==> src/rtl/demux_18_16bit_buffered_pkg.sv <==
`default_nettype none
// ============================================================================
// Module      : demux_pkg
// Description : Shared constants, mode encoding and lane-select helper for
//               the buffered 1-to-8 demultiplexer.
// Revision    : 1.0 - initial release
// ============================================================================
package demux_pkg;

    localparam int LANES         = 8;
    localparam int SEL_W         = 3;
    localparam int DEFAULT_WIDTH = 16;

    localparam logic [SEL_W-1:0] LAST_LANE = 3'd7;

    typedef enum logic {
        MODE_ADDR = 1'b0,
        MODE_AUTO = 1'b1
    } mode_e;

    function automatic logic [LANES-1:0] lane_onehot(input logic [SEL_W-1:0] sel);
        logic [LANES-1:0] v;
        v      = '0;
        v[sel] = 1'b1;
        return v;
    endfunction

endpackage : demux_pkg
`default_nettype wire

==> src/rtl/demux_18_16bit_buffered_lane_reg.sv <==
`default_nettype none
// ============================================================================
// Module      : demux_lane_reg
// Description : One output lane: data register plus held-word flag with
//               consumer acknowledge. Data is kept after the flag clears.
// Revision    : 1.0 - initial release
// ============================================================================
module demux_lane_reg
    import demux_pkg::*;
#(
    parameter int WIDTH = DEFAULT_WIDTH
) (
    input  logic             clk,
    input  logic             rst_n,
    input  logic             i_load,
    input  logic [WIDTH-1:0] i_data,
    input  logic             i_ack,
    output logic [WIDTH-1:0] o_data,
    output logic             o_valid
);

    logic [WIDTH-1:0] r_data;
    logic             r_valid;

    // A load in the same cycle as an ack wins: the lane stays full with new data.
    always_ff @(posedge clk or negedge rst_n) begin
        if (!rst_n) begin
            r_data  <= '0;
            r_valid <= 1'b0;
        end else if (i_load) begin
            r_data  <= i_data;
            r_valid <= 1'b1;
        end else if (i_ack && r_valid) begin
            r_valid <= 1'b0;
        end
    end

    assign o_data  = r_data;
    assign o_valid = r_valid;

endmodule : demux_lane_reg
`default_nettype wire

==> src/rtl/demux_18_16bit_buffered.sv <==
`default_nettype none
// ============================================================================
// Module      : demux_18_16bit_buffered
// Description : Buffered 1-to-8 demultiplexer with per-lane valid/ack and an
//               optional round-robin lane pointer (macro DEMUX_18_AUTO_SEQ_EN).
// Revision    : 1.0 - initial release
// ============================================================================
module demux_18_16bit_buffered
    import demux_pkg::*;
#(
    parameter int WIDTH = DEFAULT_WIDTH
) (
    input  logic                   clk,
    input  logic                   rst_n,
    input  logic [WIDTH-1:0]       a,
    input  logic                   s2,
    input  logic                   s1,
    input  logic                   s0,
    input  logic                   in_valid,
    output logic                   in_ready,
    input  logic                   auto_mode,
    output logic [LANES*WIDTH-1:0] y,
    output logic [LANES-1:0]       out_valid,
    input  logic [LANES-1:0]       out_ack,
    output logic [SEL_W-1:0]       ptr,
    output logic                   frame_done
);

    logic [SEL_W-1:0] w_sel;
    logic [SEL_W-1:0] w_target;
    logic [LANES-1:0] w_lane_valid;
    logic [LANES-1:0] w_load;
    logic             w_accept;

    assign w_sel = {s2, s1, s0};

`ifdef DEMUX_18_AUTO_SEQ_EN
    mode_e            w_mode;
    logic [SEL_W-1:0] r_ptr;
    logic             r_frame_done;

    assign w_mode   = auto_mode ? MODE_AUTO : MODE_ADDR;
    assign w_target = (w_mode == MODE_AUTO) ? r_ptr : w_sel;

    // Pointer is held at 0 in addressed mode so auto mode always starts at lane 0.
    always_ff @(posedge clk or negedge rst_n) begin
        if (!rst_n) begin
            r_ptr        <= '0;
            r_frame_done <= 1'b0;
        end else begin
            r_frame_done <= (w_mode == MODE_AUTO) && w_accept && (r_ptr == LAST_LANE);
            if (w_mode == MODE_ADDR) begin
                r_ptr <= '0;
            end else if (w_accept) begin
                r_ptr <= r_ptr + 3'd1;
            end
        end
    end

    assign ptr        = r_ptr;
    assign frame_done = r_frame_done;
`else
    logic w_unused_auto_mode;

    assign w_unused_auto_mode = auto_mode;
    assign w_target           = w_sel;
    assign ptr                = '0;
    assign frame_done         = 1'b0;
`endif

    // A full lane can still take a word when its consumer acks this cycle.
    assign in_ready = !w_lane_valid[w_target] | out_ack[w_target];
    assign w_accept = in_valid & in_ready;
    assign w_load   = w_accept ? lane_onehot(w_target) : '0;

    generate
        for (genvar i = 0; i < LANES; i++) begin : g_lane
            demux_lane_reg #(
                .WIDTH (WIDTH)
            ) u_lane (
                .clk     (clk),
                .rst_n   (rst_n),
                .i_load  (w_load[i]),
                .i_data  (a),
                .i_ack   (out_ack[i]),
                .o_data  (y[i*WIDTH +: WIDTH]),
                .o_valid (w_lane_valid[i])
            );
        end
    endgenerate

    assign out_valid = w_lane_valid;

endmodule : demux_18_16bit_buffered
`default_nettype wire

==> config.mk <==
export PLATFORM = sky130hd
export DESIGN_NAME = demux_18_16bit_buffered
export DESIGN_NICKNAME = d
export VERILOG_FILES = /design/src/rtl/demux_18_16bit_buffered_pkg.sv /design/src/rtl/demux_18_16bit_buffered_lane_reg.sv /design/src/rtl/demux_18_16bit_buffered.sv
export SDC_FILE = /design/constraint.sdc
export NUM_CORES = 1
export LEC_CHECK = 0
export ABC_AREA = 1
export BUFFER_PORTS_ARGS = -buffer_cell sky130_fd_sc_hd__buf_2
export CAP_MARGIN = 20
export CORE_MARGIN = 2
export CORE_UTILIZATION = 35
export CTS_CLUSTER_DIAMETER = 60
export DETAILED_ROUTE_END_ITERATION = 10
export PLACE_DENSITY = 0.63
export SLEW_MARGIN = 20
export SYNTH_ARGS = -nofsm -noshare
export SYNTH_HDL_FRONTEND = slang
export SYNTH_SLANG_ARGS = --single-unit
==> constraint.sdc <==
create_clock -name clk -period 2.75 [get_ports clk]
set_input_delay 0.55 -clock clk [delete_from_list [all_inputs] [get_ports clk]]
set_output_delay 0.55 -clock clk [all_outputs]
set_load 0.05 [all_outputs]
==> Word-level counts from Yosys, hierarchy flattened <==
Index checks and enable logic that the tools add are counted.
{ "word_totals": {"ff_bits": 136, "input_bits": 31, "out_inout_bits": 141, "elab_cells": 61} }
{ "op_classes": {"order_cmp": 2, "n_mux": 23, "n_bitwise": 2, "n_reduce_logical": 18} }
{ "op_table": {"columns": ["operator", "count"], "rows": [
  ["$mux 1", 19],
  ["$reduce_bool 2->1", 8],
  ["$logic_and 1x1->1", 9],
  ["$mux 8", 1],
  ["$bmux 1 s3", 2],
  ["$lt 3x4->1 const B", 1],
  ["$demux 1 s3", 1],
  ["$ge 3x1->1 const B", 1],
  ["$and 1x1->1", 1],
  ["$logic_not 1->1", 1],
  ["$or 1x1->1", 1]
]} }

==> Longest topological paths before layout <==
{ "logic_depth": {"word_depth": 7, "depth_mapped": 14, "mapped_depth_nobuf": 11} }

==> Modules after synthesis <==
From an unflattened synthesis, not the netlist that was laid out.
{ "unflattened": {"hier_cells": 645, "area_unflattened_um2": 5773.0} }
{ "modules_own_cells": {"columns": ["mod", "n_inst", "cells_each", "area_per_inst_um2", "seq_area_each_um2"], "rows": [
  ["demux_lane_reg", 8, 72, 675.6, 425.4],
  ["demux_18_16bit_buffered", 1, 69, 367.9, 0.0]
]} }

==> Worst setup path before layout <==
OpenSTA, ideal clock, no wires.
{ "synth_path": {"kind": "input port to output port", "start": "input s1", "end": "output in_ready", "t_arrival_ns": 1.628, "required_time_ns": 2.200, "setup_slack_ns": 0.572, "cell_stages": 10, "path_buffers": 3, "path_cell_list": "buf_2 nor2_1 nand3_1 nand2_1 inv_1 nand2_1 nor2_1 nand2_1 buf_6 buf_2"} }
{ "synth_between": {"elab_chain_cells": 4, "elab_cells_between_ends": 6} }
{ "synth_rtl": {"columns": ["element", "line_no", "rtl"], "rows": [
  ["start: declaration", "demux_18_16bit_buffered.sv:17", "input logic s1,"],
  ["$bmux 1 s3", "demux_18_16bit_buffered.sv:72", "assign in_ready = !w_lane_valid[w_target] | out_ack[w_target];"],
  ["$mux 1 (implied by the code)", "demux_18_16bit_buffered.sv:72", null],
  ["$logic_not 1->1", "demux_18_16bit_buffered.sv:72", null],
  ["$or 1x1->1 (*)", "demux_18_16bit_buffered.sv:72", null],
  ["end: declaration", "demux_18_16bit_buffered.sv:20", "output logic in_ready,"]
]} }
Every way passes the cells marked *; elsewhere a longest branch is shown, timed or not. The select of a mux whose other input is x is not followed.

==> Final worst setup path <==
Ends and elaborated chain as after synthesis.

==> results.ini <==
[worst_setup_path]
critPathSlowestCell=buf_2
cp_data_arrival_time_ps=1810
cp_slowest_stage_delay_ps=290
path_buf_inv=3
critical_path_required_ps=2200
reg2reg_slack_ps=750
crit_family=buffers and inverters
worstSetupStartpointType=input port
crit_path_frequent_cell=nand2_1
critPathKind=input port to primary output
cp_cell_sequence=buf_2 -> clkinv_1 -> nand2_1 -> nand2_1 -> nand2_1 -> nand2_1 -> nand2_4 -> buf_2
end_kind=primary output
crit_fanout=11

[pwr]
finalPower_mw=7.73
p_clk_share_pct=30.2
power.internal_mw=4.37
p_comb_share_pct=35.0
switching_share_pct=43.5
power_density_nw_per_um2=1030
power.leakage_nw=4.11
ir_worst_vdd_uv=449
p_seq_share_pct=34.8
p_sw_mw=3.36

[logic_synthesis]
syn_inst=676
synthTopCellsByArea=dfrtp_1 56%, nand2_1 18%, nand4_1 14%, buf_4 2.5%, buf_6 2.2%
yosysTopAreaCellShare_pct=56.1
ys_types=19
synth_edf_count=0
ys_ff_latch=136
ys_seq_area_share_pct=56.1
synthTopCellsByCount=285 x nand2_1, 136 x dfrtp_1, 132 x nand4_1, 20 x buf_4, 17 x clkbuf_1
syn-cell-area_um2=6070
yosys_warnings=0
yosysMostFrequentCell=nand2_1
synth_ff_type=dfrtp_1
synth_top_area_cell=dfrtp_1
synthArstFlopShare_pct=100
avgSynthCellArea_um2=8.98

[clock_tree]
cts_resized=0
cts_buffers=17
cts_setup_buffers=0
clockBufferDepth=2
clockRootBuffer=clkbuf_16
clock_sinks=136
clk_pin_slew_ps=60
cts.hold.buffers_added=0
cts_tree=built
htreeDepth=4
clk-insertion-delay-late_ps=420

[drt]
wl_per_cell_um=19.2
drt_wl_total_um=20000
dr_total_vias=5395
drc=0
drt-vias-per-instance=5.17
ant_nets=0
dr.pass1.iters=5
first_iter_violations=409

[floorplanning]
initial_core_util_pct=35.5
die_area_um2=18400
die-height_um=136
fp.dieW_um=136
core_area_um2=17100
num_rows=48
io_pins=172

[finish]
syn_to_final_growth_pct=23.2
antennaDiodeCount=0
drive_gt1_share_pct=28.6
layout.nets=836

[global_routing]
antenna_found_initial=0
grt_pass1_wl_um=29600
grt_max_degree=69
grt-ovfl-total=0
grtUsageTotal_pct=21.6
grt_pass1_vias=4921

[sta]
tns_ps=0
tightest_slew_ps=587
max_freq_mhz=423
slew_viol_final=0
min_period_ps=2360
skew_ps=7.63
hold_viol=0
setup_viol=0
fin_crit_sh_pct=85.9
rsz0062_at_grt=false
relSlewSlack_pct=60.9

[hold_path]
min_path_type=input port to async pin

[outcome]
status=completed

[flow_run]
maxCapViolations=0

[placed_design]
placement.io_buffers=166
routabilityCongestion=0.786
hpwl_um=12800

[cell type report]
type / count / area, um2
Inverter: 14 / 52.6
Fill cell: 1711 / 9640
Clock buffer: 17 / 425
Timing Repair Buffer: 185 / 1010
Tap cell: 225 / 282
Multi-Input combinational cell: 451 / 2130
Clock inverter: 15 / 178
Sequential cell: 136 / 3400
[worst reg2reg max path: cells and delay by family (launching register included)]
family          cells  cell delay, ps
simple gates        9            1140
buf+inv             1             280
flops               1             400
compound gates      1              80
[power groups by stage]
stage,logic (mW),registers (mW),clock network (mW)
6_report,2.71,2.69,2.34
5_1_grt,2.85,2.73,2.45
4_1_cts,2.73,2.69,2.37
3_5_place_dp,2.73,2.71,0
3_3_place_gp,2.69,2.72,0
2_1_floorplan,0.545,4.18,0
[per-layer routing]
layer | wire length, um | global-route usage, %
met4 | 317 | 6.19
met3 | 1400 | 5.42
met1 | 8780 | 29.8
met5 | 0 | 0
met2 | 9510 | 33.8
[flip-flops by register name (all words and copies together), names as in the netlist]
register and flops:
g_lane.u_lane.o_data 128, g_lane.u_lane.o_valid 8
[placed cells by master, fill, tap and decap left out, drive strengths merged, types with 6 or more instances in the layout]
| cell type | synthesis | routed |
|---|---|---|
| nand2 | 285 | 285 |
| clkbuf | 33 | 17 |
| o21ai | 7 | 7 |
| buf | 45 | 185 |
| nand4 | 132 | 132 |
| dfrtp | 136 | 136 |
| nor3 | 6 | 6 |
| inv | 13 | 15 |
| nand3 | 12 | 12 |
| clkinv | 1 | 9 |
[path summary, 6_finish.rpt]
kind                                                         from                                       to  depth (start not counted)
max in group asynchronous                                   rst_n   g_lane[7].u_lane.o_data[5]$_DFFE_PN0P_                          2
max reg2reg                  g_lane[1].u_lane.o_valid$_DFFE_PN0P_  g_lane[7].u_lane.o_data[15]$_DFFE_PN0P_                         11
max                                                            s1                                 in_ready                          8
min                                                         rst_n   g_lane[5].u_lane.o_data[9]$_DFFE_PN0P_                          1
min reg2reg                g_lane[5].u_lane.o_data[9]$_DFFE_PN0P_   g_lane[5].u_lane.o_data[9]$_DFFE_PN0P_                          2
min in group clk                                       out_ack[7]     g_lane[7].u_lane.o_valid$_DFFE_PN0P_                          2
[per-stage QoR]
stage | std cells | util, % | setup WS (ps) | hold slack (ps) | instance area [um2]
6_report | 1043 | 43.7 | 389 | 11.8 | 7480
5_1_grt | 1043 | 43.7 | 265 | 27.8 | 7480
4_1_cts | 1043 | 43.7 | 394 | 14.4 | 7480
3_5_place_dp | 1011 | 40.2 | 180 | 454 | 6880
3_3_place_gp | 1011 | 40.2 | 191 | 449 | 6880
2_1_floorplan | 679 | - | 572 | 254 | 6080
[cells by family after synthesis]
kind of cell / count (synthesis) / synth area share [%]
AO/OA/AOI/OAI: 7 / 0.577
buffers and inverters: 92 / 9.11
flip-flops: 136 / 56.1
other: 1 / 0.0618
AND/OR/NAND/NOR: 440 / 34.2
(Power assumes the default switching activity.)
